===== src/rtl/crc32_pkg.sv =====
// Shared CRC-32 definitions for the frame-append stage and any checker that
// must use identical update equations.
package crc32_pkg;

   localparam logic [31:0] CRC32_POLY         = 32'h04C1_1DB7;
   localparam logic [31:0] CRC32_INIT_DEFAULT = 32'hFFFF_FFFF;

   typedef enum logic {
      ST_PAYLOAD = 1'b0,
      ST_CRC     = 1'b1
   } state_e;

   // 32-bit-parallel MSB-first update. Because the data width equals the register
   // width, the result depends only on (c ^ d), so crc32_next(c, c) == 0.
   function automatic logic [31:0] crc32_next(input logic [31:0] c, input logic [31:0] d);
      logic [31:0] x;
      x = c ^ d;
      for (int i = 0; i < 32; i++) begin
         x = x[31] ? ((x << 1) ^ CRC32_POLY) : (x << 1);
      end
      return x;
   endfunction

endpackage


===== src/rtl/crc32_out_reg.sv =====
// One-deep valid/ready output register. The owner only raises load when free
// is high; din packs {last, data}.
module crc32_out_reg (
   input  logic        clk,
   input  logic        rst_n,
   input  logic        load,
   input  logic [32:0] din,
   output logic        free,
   output logic        m_valid,
   input  logic        m_ready,
   output logic [31:0] m_data,
   output logic        m_last
);

   logic        valid_q, valid_d;
   logic [32:0] word_q, word_d;

   // NOTE: every signal written here gets a default first, so no latch can be inferred.
   always_comb begin
      free    = !valid_q || m_ready;
      valid_d = valid_q;
      word_d  = word_q;
      if (load) begin
         valid_d = 1'b1;
         word_d  = din;
      end else if (m_ready) begin
         valid_d = 1'b0;
      end
   end

   // NOTE: state is updated with non-blocking assignments only.
   always_ff @(posedge clk or negedge rst_n) begin
      if (!rst_n) begin
         valid_q <= 1'b0;
         word_q  <= '0;
      end else begin
         valid_q <= valid_d;
         word_q  <= word_d;
      end
   end

   assign m_valid = valid_q;
   assign m_data  = word_q[31:0];
   assign m_last  = word_q[32];

endmodule


===== src/rtl/crc32_frame_append.sv =====
// Forwards payload words and appends the running CRC-32 register after each
// frame, so a downstream engine with the same seed ends at a zero residue.
module crc32_frame_append
   import crc32_pkg::*;
#(
   parameter logic [31:0] CRC_INIT = CRC32_INIT_DEFAULT,
   parameter int          CNT_W    = 16
) (
   input  logic             clk,
   input  logic             rst_n,
   input  logic             s_valid,
   output logic             s_ready,
   input  logic [31:0]      s_data,
   input  logic             s_last,
   output logic             m_valid,
   input  logic             m_ready,
   output logic [31:0]      m_data,
   output logic             m_last,
   output logic [CNT_W-1:0] frame_cnt
);

   state_e             state_q, state_d;
   logic [31:0]        crc_q, crc_d;
   logic [CNT_W-1:0]   frame_cnt_q, frame_cnt_d;
   logic               load;
   logic               free;
   logic [32:0]        din;

   always_comb begin
      state_d     = state_q;
      crc_d       = crc_q;
      frame_cnt_d = frame_cnt_q;
      load        = 1'b0;
      din         = '0;
      s_ready     = 1'b0;
      case (state_q)
         ST_PAYLOAD: begin
            s_ready = free;
            if (s_valid && free) begin
               load  = 1'b1;
               din   = {1'b0, s_data};
               crc_d = crc32_next(crc_q, s_data);
               if (s_last) state_d = ST_CRC;
            end
         end
         ST_CRC: begin
            // Reseeding on the same edge keeps this CRC out of the next frame.
            if (free) begin
               load        = 1'b1;
               din         = {1'b1, crc_q};
               crc_d       = CRC_INIT;
               frame_cnt_d = frame_cnt_q + CNT_W'(1);
               state_d     = ST_PAYLOAD;
            end
         end
      endcase
   end

   always_ff @(posedge clk or negedge rst_n) begin
      if (!rst_n) begin
         state_q     <= ST_PAYLOAD;
         crc_q       <= CRC_INIT;
         frame_cnt_q <= '0;
      end else begin
         state_q     <= state_d;
         crc_q       <= crc_d;
         frame_cnt_q <= frame_cnt_d;
      end
   end

   crc32_out_reg u_out_reg (
      .clk     (clk),
      .rst_n   (rst_n),
      .load    (load),
      .din     (din),
      .free    (free),
      .m_valid (m_valid),
      .m_ready (m_ready),
      .m_data  (m_data),
      .m_last  (m_last)
   );

   assign frame_cnt = frame_cnt_q;

endmodule


===== config.mk =====
export PLATFORM = sky130hd
export DESIGN_NAME = crc32_frame_append
export DESIGN_NICKNAME = d
export VERILOG_FILES = /design/src/rtl/crc32_pkg.sv /design/src/rtl/crc32_out_reg.sv /design/src/rtl/crc32_frame_append.sv
export SDC_FILE = /design/constraint.sdc
export NUM_CORES = 1
export LEC_CHECK = 0
export CAP_MARGIN = 10
export CORE_UTILIZATION = 50
export CTS_BUF_LIST = sky130_fd_sc_hd__clkbuf_4
export CTS_CLUSTER_DIAMETER = 150
export DETAILED_ROUTE_END_ITERATION = 16
export PLACE_DENSITY = 0.85
export SLEW_MARGIN = 30
export SYNTH_ARGS = -nofsm -noshare
export SYNTH_HDL_FRONTEND = slang
export SYNTH_SLANG_ARGS = --single-unit

===== constraint.sdc =====
create_clock -name clk -period 4.4 [get_ports clk]
set_input_delay 0.44 -clock clk [delete_from_list [all_inputs] [get_ports clk]]
set_output_delay 0.44 -clock clk [all_outputs]
set_load 0.01 [all_outputs]

==> qor.yml, run 1 <==
synth.distinct_cells: 32
timing.reg2reg.worst_path_depth: 8
clk_latency_ns: 0.44
clock_tree.htree_level_count: 3
worst_setup_path_start_kind: "primary input"
dominant_cell_by_count_in_the_synthesized_netlist: "xnor2_1"
timing.max_cap.violations: 0
synth-main-ff-cell: "dfrtp_1"
clkTransAtPathRegs_ns: 0.13
synthDominantCellAreaShare_pct: 18.98
tritoncts_num_sinks: 83
setup_viol_count_final: 0
num_rows: 42
multiInputGateArea_um2: 4536
die-height_um: 118.0
critical_path_class: "in2reg"
detailroute.via_count: 4600
globalplace.congestion: 0.9793
drv_slew: 0
synthesis.instances: 560
n_fill_cell: 1032
nets: 723
finClkSkew_ns: 0.02656
drtAntennaViolNets: 0
critical_path.most_common_cell: "xor3_2"
cts_made_buffers: 9
finalWirelength_um: 17540
antenna_cells: 0
critical_path_arrival_ns: 4.28
cts_post_setup_buffers_inserted: 0
dieArea_um2: 13920
routed_wire_length_per_instance_um: 20.25
post_synth_instance_area_um2: 6724
average_instance_area_after_synthesis_um2: 12.01
rsz_0062_raised_after_global_routing: "no"
synthDominantAreaCellType: "dfrtp_1"
max-clock-path-buffers: 2
yosysWarnings: 0
grt_pass1_wl_um: 27740
critical_path.reg2reg.endpoint: "crc_q[12]"
timing.rr.start: "crc_q[20]"
hold_path_class: "in2async"
setup-tns-final_ns: 0
global_route.usage.total_pct: 26.84
boundaryPins: 88
dp_hpwl_um: 14050
synth-seq-area-share_pct: 31.48
first_global_vias: 4732
route.detailed.drc: 0
fmaxAchievable_mhz: 254.6
synth_enable_flop_cells: 0
root_buffer: "clkbuf_4"
buffer_ports.inserted: 87
quantity_of_gates_resized_following_cts: 0
share_of_the_cycle_needed_by_the_critical_path_after_routing_pct: 89.25
initial_core_util_pct: 50.98
post_synth_main_area_contributors: "dfrtp_1 (19%), xnor2_1 (18%), xnor3_1 (18%), dfstp_2 (13%), nand2_1 (4.0%)"
status: "finished clean"
critical_path.max_stage_delay_ns: 0.72
grt_overflow_total: 0
postCtsHoldBufs: 0
antenna_found_initial: 0
final_count_of_hold_timing_violations: 0
synth.ff_latch_count: 83
layout_min_cycle_time_ns: 3.927
post_route_cells_drive_above_1_share_pct: 18.84
timing_worst_slew_pin_value_ns: 0.8950
netlist_top_cells_count: "xnor2_1 (139), nand2_1 (71), xnor3_1 (53)"
tritoncts: "built"
worstPathMaxFanout: 5
area_growth_syn_to_layout_pct: 23.06
reg_to_reg_slack_setup_ns: 0.51
critical_path.slowest_cell: "xnor2_1"
maxSlewHeadroom_pct: 40.33
placeableCoreArea_um2: 13190
die_width_um: 118.0
async_reset_ff_share_pct: 100.0
cp_cell_sequence: "clkdlybuf4s50_1, xnor2_1, xor3_2, xnor3_4, xor2_4, xnor2_2, xor3_2, xnor3_1, a21oi_1"
maximum_number_of_pins_on_one_net_before_global_route_repair: 97
end_kind: "flop"
ff_latch_area_um2: 2117
worst-endpoint-required_ns: 4.75
detailedRoute.firstPassIterationCount: 4
postSynthNetCount: 598
post_drt_via_cell_ratio: 5.312
initialDrtViolationCount: 312
finalWorstSetupSlack_ns: 0.4729
dpl_worst_slack_ns: 0.06272
## registers in the layout, summed over array words and instances, names as in the netlist
| signal | count |
|---|---|
| state_q | 1 |
| crc_q | 32 |
| u_out_reg.m_valid | 1 |
| u_out_reg.word_q | 33 |
| frame_cnt | 16 |
## stage by stage
stage / area, um2 / instances / hold slack (ns) / util (%)
6_report: 8274 / 866 / 0.03593 / 62.73
5_1_grt: 8274 / 866 / 0.05730 / 62.73
4_1_cts: 8270 / 866 / 0.1742 / 62.70
3_5_place_dp: 8109 / 850 / 0.4614 / 61.48
3_3_place_gp: 8109 / 850 / 0.4596 / 61.48
2_1_floorplan: 6724 / 560 / 0.1444 / -
## area by class of cell
cell class	count	area share, %
Clock buffer	10	0.9073
Clock inverter	6	1.043
Multi-Input combinational cell	455	54.82
Sequential cell	83	25.59
Tap cell	176	2.661
Timing Repair Buffer	136	14.99
## routing by layer
layer,wire length [um],GRT usage [%],part of all wire (%),vias to the layer above
met5,0,0,0,-
met4,402,8.734,2.3,0
met3,738,4.748,4.2,21
met2,8587,44.04,49,122
met1,7805,36.07,45,2291
li1,-,-,-,2166
## cells by family after synthesis
family / count (synthesis) / share of synthesized area (%)
xor+xnor: 261 / 52.57
simple gates: 126 / 8.132
flops: 83 / 31.48
compound gates: 66 / 6.234
buf+inv: 22 / 1.228
mux: 1 / 0.1675
fa+ha+maj: 1 / 0.1861
## cells in the final DEF (no fill, tap or decap), types with 2 or more instances in the layout
cell,n
xnor2_1,139
clkdlybuf4s50_1,86
nand2_1,71
xnor3_1,53
dfrtp_1,51
buf_4,49
a22oi_1,32
nor3_1,32
dfstp_2,32
xor2_1,30
a21oi_1,30
xor3_1,10
clkbuf_4,10
xnor2_2,7
nor2_1,6
xor2_2,6
nand4_1,5
nand3_1,5
xnor3_2,5
xnor2_4,4
xor3_2,3
or3_1,2
xnor3_4,2
inv_6,2
bufinv_16,2
## worst max-delay path: cells and delay by family
family / cells / cell delay [ns]
compound gates: 1 / 0.15
xor+xnor: 7 / 3.21
buf+inv: 1 / 0.45
## worst max-delay path by stage
stage | startpoint | end | slack (ns) | cells after the start
2_1_floorplan | crc_q[29] | crc_q[12] | 0.91 | 8
3_3_place_gp | s_data[20] | crc_q[12] | 0.05 | 9
3_5_place_dp | s_data[25] | crc_q[8] | 0.06 | 9
4_1_cts | crc_q[20] | crc_q[12] | 0.47 | 8
5_1_grt | crc_q[20] | crc_q[12] | 0.27 | 8
6_report | s_data[25] | crc_q[8] | 0.47 | 9
Power of run 1 is left out: the tool's default activity adds up to more than one toggle a clock period on the data nets, which glitch-free logic cannot reach.
==> run 2: changes to the inputs <==
Settings changed: REMOVE_ABC_BUFFERS set to 1.
==> run 2 against run 1 <==
Against the previous run:
- design area up 1.4%
- utilization is 0.88 points higher
- die area unchanged
- largest cell class unchanged
- highest routed layer unchanged
==> qor.yml, run 2 (same netlist as run 1, synthesis figures left out) <==
status: "finished clean"
registers.top_by_ff_count: "u_out_reg.word_q"
routed_wire_length_per_instance_um: 20.41  # +0.78%
largest_reg_flops: 33  # unchanged
initialDrtViolationCount: 289  # -7.4%
global_route.usage.total_pct: 27.32  # +0.48 points
nets: 742  # +2.6%
dieArea_um2: 13920  # unchanged
finClkSkew_ns: 0.02454  # -0.002019 ns
critical_path.max_stage_delay_ns: 0.60  # -0.12 ns
post_route_cells_drive_above_1_share_pct: 20.87  # +2.0 points
rsz_0062_raised_after_global_routing: "no"
boundaryPins: 88  # unchanged
final_core_util_pct: 63.61  # +0.88 points
quantity_of_gates_resized_following_cts: 0  # unchanged
grt_overflow_total: 0  # unchanged
buffer_ports.inserted: 87  # unchanged
finalWirelength_um: 18060  # +3.0%
drv_slew: 0  # unchanged
root_buffer: "clkbuf_4"
critical_path_class: "reg2reg"
n_fill_cell: 1080  # +4.7%
grt_pass1_wl_um: 27880  # +0.50%
worst-path-buf-inv: 0  # -1
final_count_of_hold_timing_violations: 0  # unchanged
critical_path_arrival_ns: 4.22  # -0.06 ns
dpl_cell_area_um2: 8260  # +1.9%
timing.max_cap.violations: 0  # unchanged
critical_path.slowest_cell: "dfstp_2"
mostFrequentLayoutCells: "xnor2_1 (139), clkdlybuf4s50_1 (86), nand2_1 (71)"
finalInstanceArea_um2: 8391  # +1.4%
die_width_um: 118.0  # unchanged
multiInputGateArea_um2: 4536  # unchanged
route.detailed.drc: 0  # unchanged
timing_worst_slew_pin_value_ns: 0.7829  # -0.1121 ns
hold_path_class: "reg2reg"
hold_ws_ns: 0.4903  # +0.4544 ns
tritoncts_num_sinks: 83  # unchanged
clock_tree.htree_level_count: 3  # unchanged
globalplace.congestion: 0.9139  # -6.7%
maxSlewHeadroom_pct: 47.81  # +7.5 points
max-clock-path-buffers: 2  # unchanged
tritoncts: "built"
share_of_the_cycle_needed_by_the_critical_path_after_routing_pct: 86.97  # -2.3 points
worst_setup_path_start_kind: "flop"
setup_viol_count_final: 0  # unchanged
worstPathMaxFanout: 6  # +1
dp_hpwl_um: 14080  # +0.22%
initial_core_util_pct: 50.98  # unchanged
layout.cells.most_common: "xnor2_1"
cp_cell_sequence: "xor2_2, xnor3_2, xor3_1, xor2_4, xnor2_2, xor3_2, xnor3_1, a21oi_1"
clkTransAtPathRegs_ns: 0.14  # about the same
setup-tns-final_ns: 0  # unchanged
placeableCoreArea_um2: 13190  # unchanged
ff_latch_area_um2: 2117  # unchanged
detailroute.via_count: 4629  # +0.63%
maximum_number_of_pins_on_one_net_before_global_route_repair: 84  # -13%
antenna_cells: 0  # unchanged
end_kind: "flop"
cts_made_buffers: 9  # unchanged
drtAntennaViolNets: 0  # unchanged
detailedRoute.firstPassIterationCount: 4  # unchanged
num_rows: 42  # unchanged
area_growth_syn_to_layout_pct: 24.79
first_global_vias: 4836  # +2.2%
post_drt_via_cell_ratio: 5.231  # -1.5%
clk_latency_ns: 0.48  # +0.04 ns
worst-endpoint-required_ns: 4.79  # +0.04 ns
die-height_um: 118.0  # unchanged
fmaxAchievable_mhz: 261.3  # +2.6%
critPathTopFamily: "XOR/XNOR gates"
antenna_found_initial: 0  # unchanged
layout_min_cycle_time_ns: 3.827  # -0.1003 ns
run 2: cell type report:
| cell class | instances | share of cell area [%] |
|---|---|---|
| multi-input cells | 455 | 54.06 |
| flip-flops and latches | 83 | 25.23 |
| repair buffers | 155 | 16.66 |
| well taps | 176 | 2.625 |
| clock buffers | 9 | 0.8052 |
| clock inverters | 7 | 0.6263 |
run 2: final timing paths:
path	cells past startpoint	endpoint	start	slack (ns)
max	8	crc_q[8]	crc_q[29]	0.57
min	2	u_out_reg.word_q[16]	u_out_reg.word_q[16]	0.49
max reg2reg	8	crc_q[8]	crc_q[29]	0.57
min reg2reg	2	u_out_reg.word_q[16]	u_out_reg.word_q[16]	0.49
max in group asynchronous	2	u_out_reg.word_q[0]	rst_n	3.28
min in group asynchronous	2	u_out_reg.word_q[29]	rst_n	0.55
run 2: worst register-to-register path: cells and delay by family (launching register included):
family	cells	cell delay [ns]
xor gates and xnor gates	7	2.95
DFF	1	0.60
AOI/OAI and AO/OA	1	0.19
run 2: what timing repair did:
| item | CTS | global route |
|---|---|---|
| hold buffers | 1 | 0 |
| setup buffers | 0 | 0 |
| endpoints found under the hold margin | 2 | 0 |
run 2: per-stage QoR:
step	setup WS, ns	std cells
final	0.5732	885
after global routing	0.3457	885
after CTS	0.5638	885
after detailed placement	0.1986	868
after global placement	0.2607	868
after floorplan	-0.1288	538
run 2: per-layer routing:
layer	up-vias	global-route usage, %	part of all wire, %
li1	2192	-	-
met1	2296	36.96	45
met2	116	45.00	48
met3	25	2.955	3.4
met4	0	11.06	2.8
met5	-	0	0
Power of run 2 is left out for the same reason.
